## src/rtl/issue2_scoreboard_allocator.sv

```systemverilog
// Dual-issue allocator: decides whether I2 may issue alongside PI, tracking
// in-flight long-latency destinations, a post-flush cooldown and a dual-issue count.
module issue2_scoreboard_allocator #(
  parameter int unsigned REG_AW    = 6,
  parameter int unsigned MAX_PEND  = 4,
  parameter int unsigned COOLDOWN  = 2,
  parameter int unsigned I2_MEM_EN = 0
) (
  input  logic              clk,
  input  logic              rst_n,
  input  logic              di_en_i,
  input  logic              pi_legal_i,
  input  logic              i2_legal_i,
  input  logic              i2_valid_i,
  input  logic              pi_ra_used_i,
  input  logic              pi_rb_used_i,
  input  logic [REG_AW-1:0] pi_ra_i,
  input  logic [REG_AW-1:0] pi_rb_i,
  input  logic              i2_ra_used_i,
  input  logic              i2_rb_used_i,
  input  logic              i2_rc_used_i,
  input  logic [REG_AW-1:0] i2_ra_i,
  input  logic [REG_AW-1:0] i2_rb_i,
  input  logic              pi_we_i,
  input  logic              i2_we_i,
  input  logic [REG_AW-1:0] pi_wid_i,
  input  logic [REG_AW-1:0] i2_wid_i,
  input  logic              pi_mem_i,
  input  logic              i2_mem_i,
  input  logic              pi_pinc_i,
  input  logic              issue_accept_i,
  input  logic              wb_valid_i,
  input  logic [REG_AW-1:0] wb_id_i,
  input  logic              flush_i,
  output logic              i2_allocate_ok_o,
  output logic              pi_hazard_o,
  output logic              pend_full_o,
  output logic [31:0]       di_count_o
);

  localparam int unsigned NREG = 1 << REG_AW;
  localparam int unsigned CW   = $clog2(MAX_PEND + 1);
  localparam int unsigned CDW  = (COOLDOWN > 0) ? $clog2(COOLDOWN + 1) : 1;

  logic [NREG-1:0] pend_q, pend_d;
  logic [CW-1:0]   pend_cnt_q, pend_cnt_d;
  logic [CDW-1:0]  cooldown_q, cooldown_d;
  logic [31:0]     di_count_q, di_count_d;

  logic        ra_blk, rb_blk, waw_blk, mem_blk, pi_load;
  logic        set_pi, set_i2, inc_pi, inc_i2, clr_eff;
  logic [31:0] occ;

  always_comb begin
    pi_hazard_o = (pi_ra_used_i && pend_q[pi_ra_i]) || (pi_rb_used_i && pend_q[pi_rb_i]);
    pi_load     = pi_mem_i && pi_we_i;
    ra_blk  = (pi_we_i && (i2_ra_i == pi_wid_i)) || (pi_pinc_i && (i2_ra_i == pi_ra_i)) ||
              pend_q[i2_ra_i];
    rb_blk  = (pi_we_i && (i2_rb_i == pi_wid_i)) || (pi_pinc_i && (i2_rb_i == pi_ra_i)) ||
              pend_q[i2_rb_i];
    waw_blk = pi_load && i2_we_i && (i2_wid_i == pi_wid_i);
    // Capacity must leave room for a PI load issuing in the same bundle.
    occ     = 32'(pend_cnt_q) + 32'(pi_load);
    mem_blk = i2_mem_i && i2_we_i && ((I2_MEM_EN != 1) || (occ >= MAX_PEND));

    i2_allocate_ok_o = di_en_i && i2_valid_i && pi_legal_i && i2_legal_i && !i2_rc_used_i &&
                       (cooldown_q == '0) && !flush_i && !pi_hazard_o &&
                       !(i2_ra_used_i && ra_blk) && !(i2_rb_used_i && rb_blk) &&
                       !waw_blk && !mem_blk;
  end

  always_comb begin
    set_pi = issue_accept_i && pi_load && !flush_i && (pi_wid_i != '0);
    set_i2 = issue_accept_i && i2_allocate_ok_o && i2_we_i && i2_mem_i && !flush_i &&
             (i2_wid_i != '0);

    pend_d = pend_q;
    if (wb_valid_i) pend_d[wb_id_i] = 1'b0;
    if (set_pi)     pend_d[pi_wid_i] = 1'b1;
    if (set_i2)     pend_d[i2_wid_i] = 1'b1;

    // Count only real 0->1 / 1->0 transitions; a set overriding a clear is no change.
    inc_pi  = set_pi && !pend_q[pi_wid_i];
    inc_i2  = set_i2 && !pend_q[i2_wid_i] && !(set_pi && (pi_wid_i == i2_wid_i));
    clr_eff = wb_valid_i && pend_q[wb_id_i] && !(set_pi && (pi_wid_i == wb_id_i)) &&
              !(set_i2 && (i2_wid_i == wb_id_i));
    pend_cnt_d = pend_cnt_q + CW'(inc_pi) + CW'(inc_i2) - CW'(clr_eff);

    if (flush_i)                 cooldown_d = CDW'(COOLDOWN);
    else if (cooldown_q != '0)   cooldown_d = cooldown_q - 1'b1;
    else                         cooldown_d = cooldown_q;

    di_count_d = di_count_q + 32'(issue_accept_i && i2_allocate_ok_o && !flush_i);
  end

  always_ff @(posedge clk) begin
    if (!rst_n) begin
      pend_q     <= '0;
      pend_cnt_q <= '0;
      cooldown_q <= '0;
      di_count_q <= '0;
    end else begin
      pend_q     <= pend_d;
      pend_cnt_q <= pend_cnt_d;
      cooldown_q <= cooldown_d;
      di_count_q <= di_count_d;
    end
  end

  assign pend_full_o = (pend_cnt_q == CW'(MAX_PEND));
  assign di_count_o  = di_count_q;

endmodule

```

## config.mk

```make
export PLATFORM = sky130hd
export DESIGN_NAME = issue2_scoreboard_allocator
export DESIGN_NICKNAME = d
export VERILOG_FILES = /design/src/rtl/issue2_scoreboard_allocator.sv
export SDC_FILE = /design/constraint.sdc
export NUM_CORES = 1
export LEC_CHECK = 0
export ABC_AREA = 0
export CAP_MARGIN = 20
export CORE_AREA = 2 2 144 203
export DETAILED_ROUTE_END_ITERATION = 10
export DIE_AREA = 0 0 146 205
export GPL_ROUTABILITY_DRIVEN = 0
export PLACE_DENSITY_LB_ADDON = 0.2
export SYNTH_ARGS = -nofsm -noshare
export SYNTH_HDL_FRONTEND = slang
export SYNTH_SLANG_ARGS = --single-unit
```

## constraint.sdc

```tcl
create_clock -name clk -period 7.03 [get_ports clk]
set_clock_uncertainty 0.15 [all_clocks]
set_input_delay 1.406 -clock clk [delete_from_list [all_inputs] [get_ports clk]]
set_output_delay 1.406 -clock clk [all_outputs]
set_load 0.02 [all_outputs]
```

Yosys cells after proc, flatten, opt, wreduce, memory -nomap -nowiden:

Index checks and enable logic that the tools add are counted.

* logic and storage cells: 126
* flip-flop bits (word level): 101
* output and inout bits: 35

* magnitude comparators: 10
* reductions and logical operators: 67
* muxes and demuxes: 25
* $add $sub $neg: 5
* eq/ne operators: 9
* bitwise logic cells: 5

Operators with widths (count)
* 64-bit 2-to-1 mux: 3
* 64-bit OR: 2
* 64-bit bitwise AND: 1
* 64-bit inverter: 1
* 6-bit by 7-bit < comparator with 1-bit output, second input constant: 7
* 6-bit equality test: 8
* 1-bit logical AND: 44
* 1-bit binary-select mux with 6-bit select: 7
* 32-bit by 1-bit adder with 32-bit output: 1
* 1-bit demux with 6-bit select: 3
* 6-bit by 1-bit >= comparator with 1-bit output, second input constant: 3
* 1-bit logical NOT: 12
* 6-bit nonzero test: 2
* 1-bit 2-to-1 mux: 10
* 3-bit by 1-bit adder with 3-bit output: 2
* 1-bit logical OR: 5
* 2-bit 2-to-1 mux: 2
* 2-bit nonzero test: 2
* 3-bit equality test, second input constant: 1
* 3-bit by 1-bit subtractor with 3-bit output: 1
* 2-bit logical NOT: 1
* 2-bit OR reduction: 1
* 2-bit by 1-bit subtractor with 2-bit output, second input constant: 1
* 1-bit inverter: 1

Logic depth before layout (Yosys ltp):

* depth in word-level cells: 20
* depth in mapped cells: 19
* depth with buffers taken out: 16

Least setup slack after synthesis:

OpenSTA, ideal clock, no wires.

* path kind: input-to-reg
* start point: input pi_ra_i[1]
* end point: register di_count_q[30], in the netlist di_count_o[30]
* arrival: 5230 ps
* path buffers: 2
* setup slack: 1535 ps
* required time: 6765 ps
* cell stages on the path: 18
* cell sequence: buf_2 -> buf_2 -> mux2_2 -> a2bb2oi_1 -> nand3_1 -> o21ai_0 -> o21ai_0 -> nand4b_1 -> nor3_1 -> ha_1 -> ha_1 -> nand2_1 -> or3_4 -> or4_4 -> nor3_2 -> nand4_1 -> xnor2_1 -> and2_1

* word-level cells in the longest chain between the ends: 13
* elaborated cells on any way between the ends: 25
* those cells by class: 1 x add/sub; 2 x eq/ne; 2 x mux; 20 x reduce/logical

RTL lines
* from (decl): line 17 `input logic [REG_AW-1:0] pi_ra_i,`
* 1-bit binary-select mux with 6-bit select: line 55 `pi_hazard_o = (pi_ra_used_i && pend_q[pi_ra_i]) || (pi_rb_used_i && pend_q[pi_rb_i]);`
* 1-bit 2-to-1 mux (implied by the code): line 55
* 1-bit logical AND: line 55
* 1-bit logical OR: line 55
* via pi_hazard_o: line 36 `output logic pi_hazard_o,`
* 1-bit logical NOT: line 67 `(cooldown_q == '0) && !flush_i && !pi_hazard_o &&`
* 1-bit logical AND (2 in a row): line 67
* 1-bit logical AND (2 in a row): line 68 `!(i2_ra_used_i && ra_blk) && !(i2_rb_used_i && rb_blk) &&`
* 1-bit logical AND: line 69 `!waw_blk && !mem_blk;`
* 1-bit logical AND (2 in a row): line 93 `di_count_d = di_count_q + 32'(issue_accept_i && i2_allocate_ok_o && !flush_i);`
* 32-bit by 1-bit adder with 32-bit output: line 93
* to (signal assigned): line 106 `di_count_q <= di_count_d;`
* to (decl): line 48 `logic [31:0] di_count_q, di_count_d;`

The timed path passes the listed nets, and every way through them passes these cells. The select of a mux whose other input is x is not followed.
A chain may end at the register's enable or synchronous reset.

Final worst setup path:

* start point: input pi_rb_i[1]
* end point: output i2_allocate_ok_o

* word-level cells in the longest chain between the ends: 10

RTL lines
* from (decl): line 18 `input logic [REG_AW-1:0] pi_rb_i,`
* 1-bit binary-select mux with 6-bit select: line 55
* 1-bit 2-to-1 mux (implied by the code): line 55
* 1-bit logical AND: line 55
* 1-bit logical OR: line 55
* 1-bit logical NOT: line 67
* 1-bit logical AND (2 in a row): line 67
* 1-bit logical AND (2 in a row): line 68
* 1-bit logical AND: line 69
* to (decl): line 35 `output logic i2_allocate_ok_o,`

No other way between the ends. The select of a mux whose other input is x is not followed.

==> out/results.tsv <==
metric	value	unit
outcome	complete, no violations	
vias	8233	
grt_pass1_wl	50800	um
initial_utilization	0.296	
syn_inst	959	
die_h	205	um
ir_worst_vdd	99.0	uV
critPathRequiredTime	5.47	ns
die_area	29900	um^2
critPathCaptureType	output port	
cts_made_buffers	9	
hp-class	flop to flop	
pre_cts_slack	0.357	ns
vias_per_cell	5.86	
seq_area	2020	um^2
gr-total-overflow	0	
path_max_fanout	22	
tightestPinTransition	1.11	ns
cts_resized	0	
area_growth	19.6	%
leakage	3.36	nW
layout.nets	1090	
cts_tree	done	
grtUsageTotal	0.224	
finalSetupViolations	0	
hold_buffers	0	
mostFrequentLayoutCell	o21ai_0	
synth_cell_types	66	
drcViolationCount	0	
timing_worst_setup_path_type	input port to output port	
finalWirelength	33900	um
crit_arrival	4.87	ns
drtIter0Drc	571	
cts-root-buf	clkbuf_16	
nFillCells	3012	
layout_min_cycle_time	6.43	ns
syn_nets	1025	
clk_latency	0.36	ns
final_cells	1404	
coreArea	28100	um^2
hold_violations	0	
synthFlopType	dfxtp_1	
first_pass_iters	10	
clk_pin_slew	0.07	ns
p_per_area	134	nW/um^2
dp.cells	1388	
insertedDiodeCount	0	
rsz0062_at_grt	no	
finalMaxSlewViolations	0	
fin_ws	0.602	ns
maxSlewHeadroom	0.253	
grt_pass1_vias	8092	
rows	73	
io_buffers	95	
ys_ff_latch	101	
grt_max_degree	102	
ys_seq_area_frac	0.243	
antenna_left	0	
cts_buffer_depth	2	
synthArstFlopShare	0	
avgSynthCellArea	8.69	um^2
synth_area	8330	um^2
finish.utilization	0.354	
post_cts_buffers	0	
min_path_cells	2	
synth_warnings	0	
max_freq	156	MHz
mostFrequentLayoutCells	104 x o21ai_0, 101 x dfxtp_1, 95 x nand2_1	
wl_per_cell	24.1	um
period_share	0.914	
synth_edf_count	0	
antenna_found_initial	0	
setup_tns	0	ns
ff2ff_path_depth	16	
multi_input_area	5950	um^2
dp_hpwl	24500	um
die_w	146	um
htree_levels	3	
maxCapViolCount	0	
io_pins	96	
cts_sinks	101	
cp-start-kind	input port	
drive_above_1_share	0.132	
-- layout make-up --
class	count	area share
clock buffer	9	0.0226
tap	375	0.0471
inverter	15	0.00565
sequential	101	0.203
multi-input combinational	771	0.597
timing repair buffer	126	0.119
clock inverter	7	0.00552
-- where the power goes --
group | leakage (nW) | internal, W | switching (W)
Combinational | 2.41 | 0.000116 | 0.000149
Sequential | 0.814 | 0.000577 | 0.00000477
Clock | 0.133 | 0.000245 | 0.000242
Total | 3.36 | 0.000938 | 0.000396
-- worst max-delay path, stage by stage --
cell	delay [ns]
clkdlybuf4s50_1	0.82
buf_12	0.25
nor2b_1	0.06
a2111oi_0	0.35
a221oi_1	0.12
a22oi_1	0.22
a31oi_1	0.20
nand4b_1	0.42
nor3_1	0.32
clkdlybuf4s50_1	0.69
-- cells by family after synthesis --
group,Yosys count,synth area share
muxes,130,0.234
adders and majority gates,5,0.00931
xor gates and xnor gates,62,0.0652
buffers and inverters,87,0.0426
and+or+nand+nor,321,0.207
other,1,0.000450
AOI/OAI and AO/OA,252,0.199
DFF,101,0.243
-- state kept, by name (all words and copies together) (netlist names) --
name,count
cooldown_q,2
di_count_o,32
pend_cnt_q,3
pend_q,64
-- synthesized netlist by cell type (all sizes together), types with 6 or more instances --
master | count | area, um^2
nor4 | 6 | 37.5
buf | 27 | 130
a21oi | 12 | 60.1
a221oi | 11 | 96.3
xnor2 | 35 | 307
nor2b | 25 | 156
nand3 | 27 | 135
nand3b | 12 | 90.1
mux4 | 49 | 1100
inv | 14 | 52.6
o211ai | 7 | 52.6
nand4 | 18 | 119
a221o | 8 | 80.1
mux2i | 54 | 541
or3 | 11 | 75.1
xor2 | 27 | 236
clkbuf | 45 | 169
nor2 | 32 | 120
nand2 | 95 | 357
o21ai | 104 | 521
a22oi | 13 | 97.6
mux2 | 27 | 304
a31oi | 9 | 56.3
o22ai | 9 | 56.3
nand4b | 6 | 52.6
a21boi | 45 | 338
nor3 | 9 | 50.1
dfxtp | 101 | 2020
and2 | 55 | 344
-- through the flow --
step                      total power (W)  instance area, um^2  hold WS, ns
final                             0.00133                 9970        0.354
after global routing              0.00140                 9970        0.375
after CTS                         0.00135                 9970        0.353
after detailed placement         0.000857                 9690        0.337
after global placement           0.000859                 9690        0.337
after floorplan                  0.000755                 8330        0.316
-- per-layer routing --
metal  GRT usage  wire length, um
met1       0.276            13500
met5           0                0
met4       0.130             2010
met3      0.0423             2550
met2       0.366            15800
-- final timing paths --
check / startpoint / end / slack [ns]
setup / recovery: pi_rb_i[1] / i2_allocate_ok_o / 0.60
hold / removal: di_count_o[31] / di_count_o[31] / 0.35
setup reg to reg: pend_q[62] / di_count_o[30] / 2.20
hold reg to reg: di_count_o[31] / di_count_o[31] / 0.35
No activity file was read; power rests on OpenSTA's default activity.
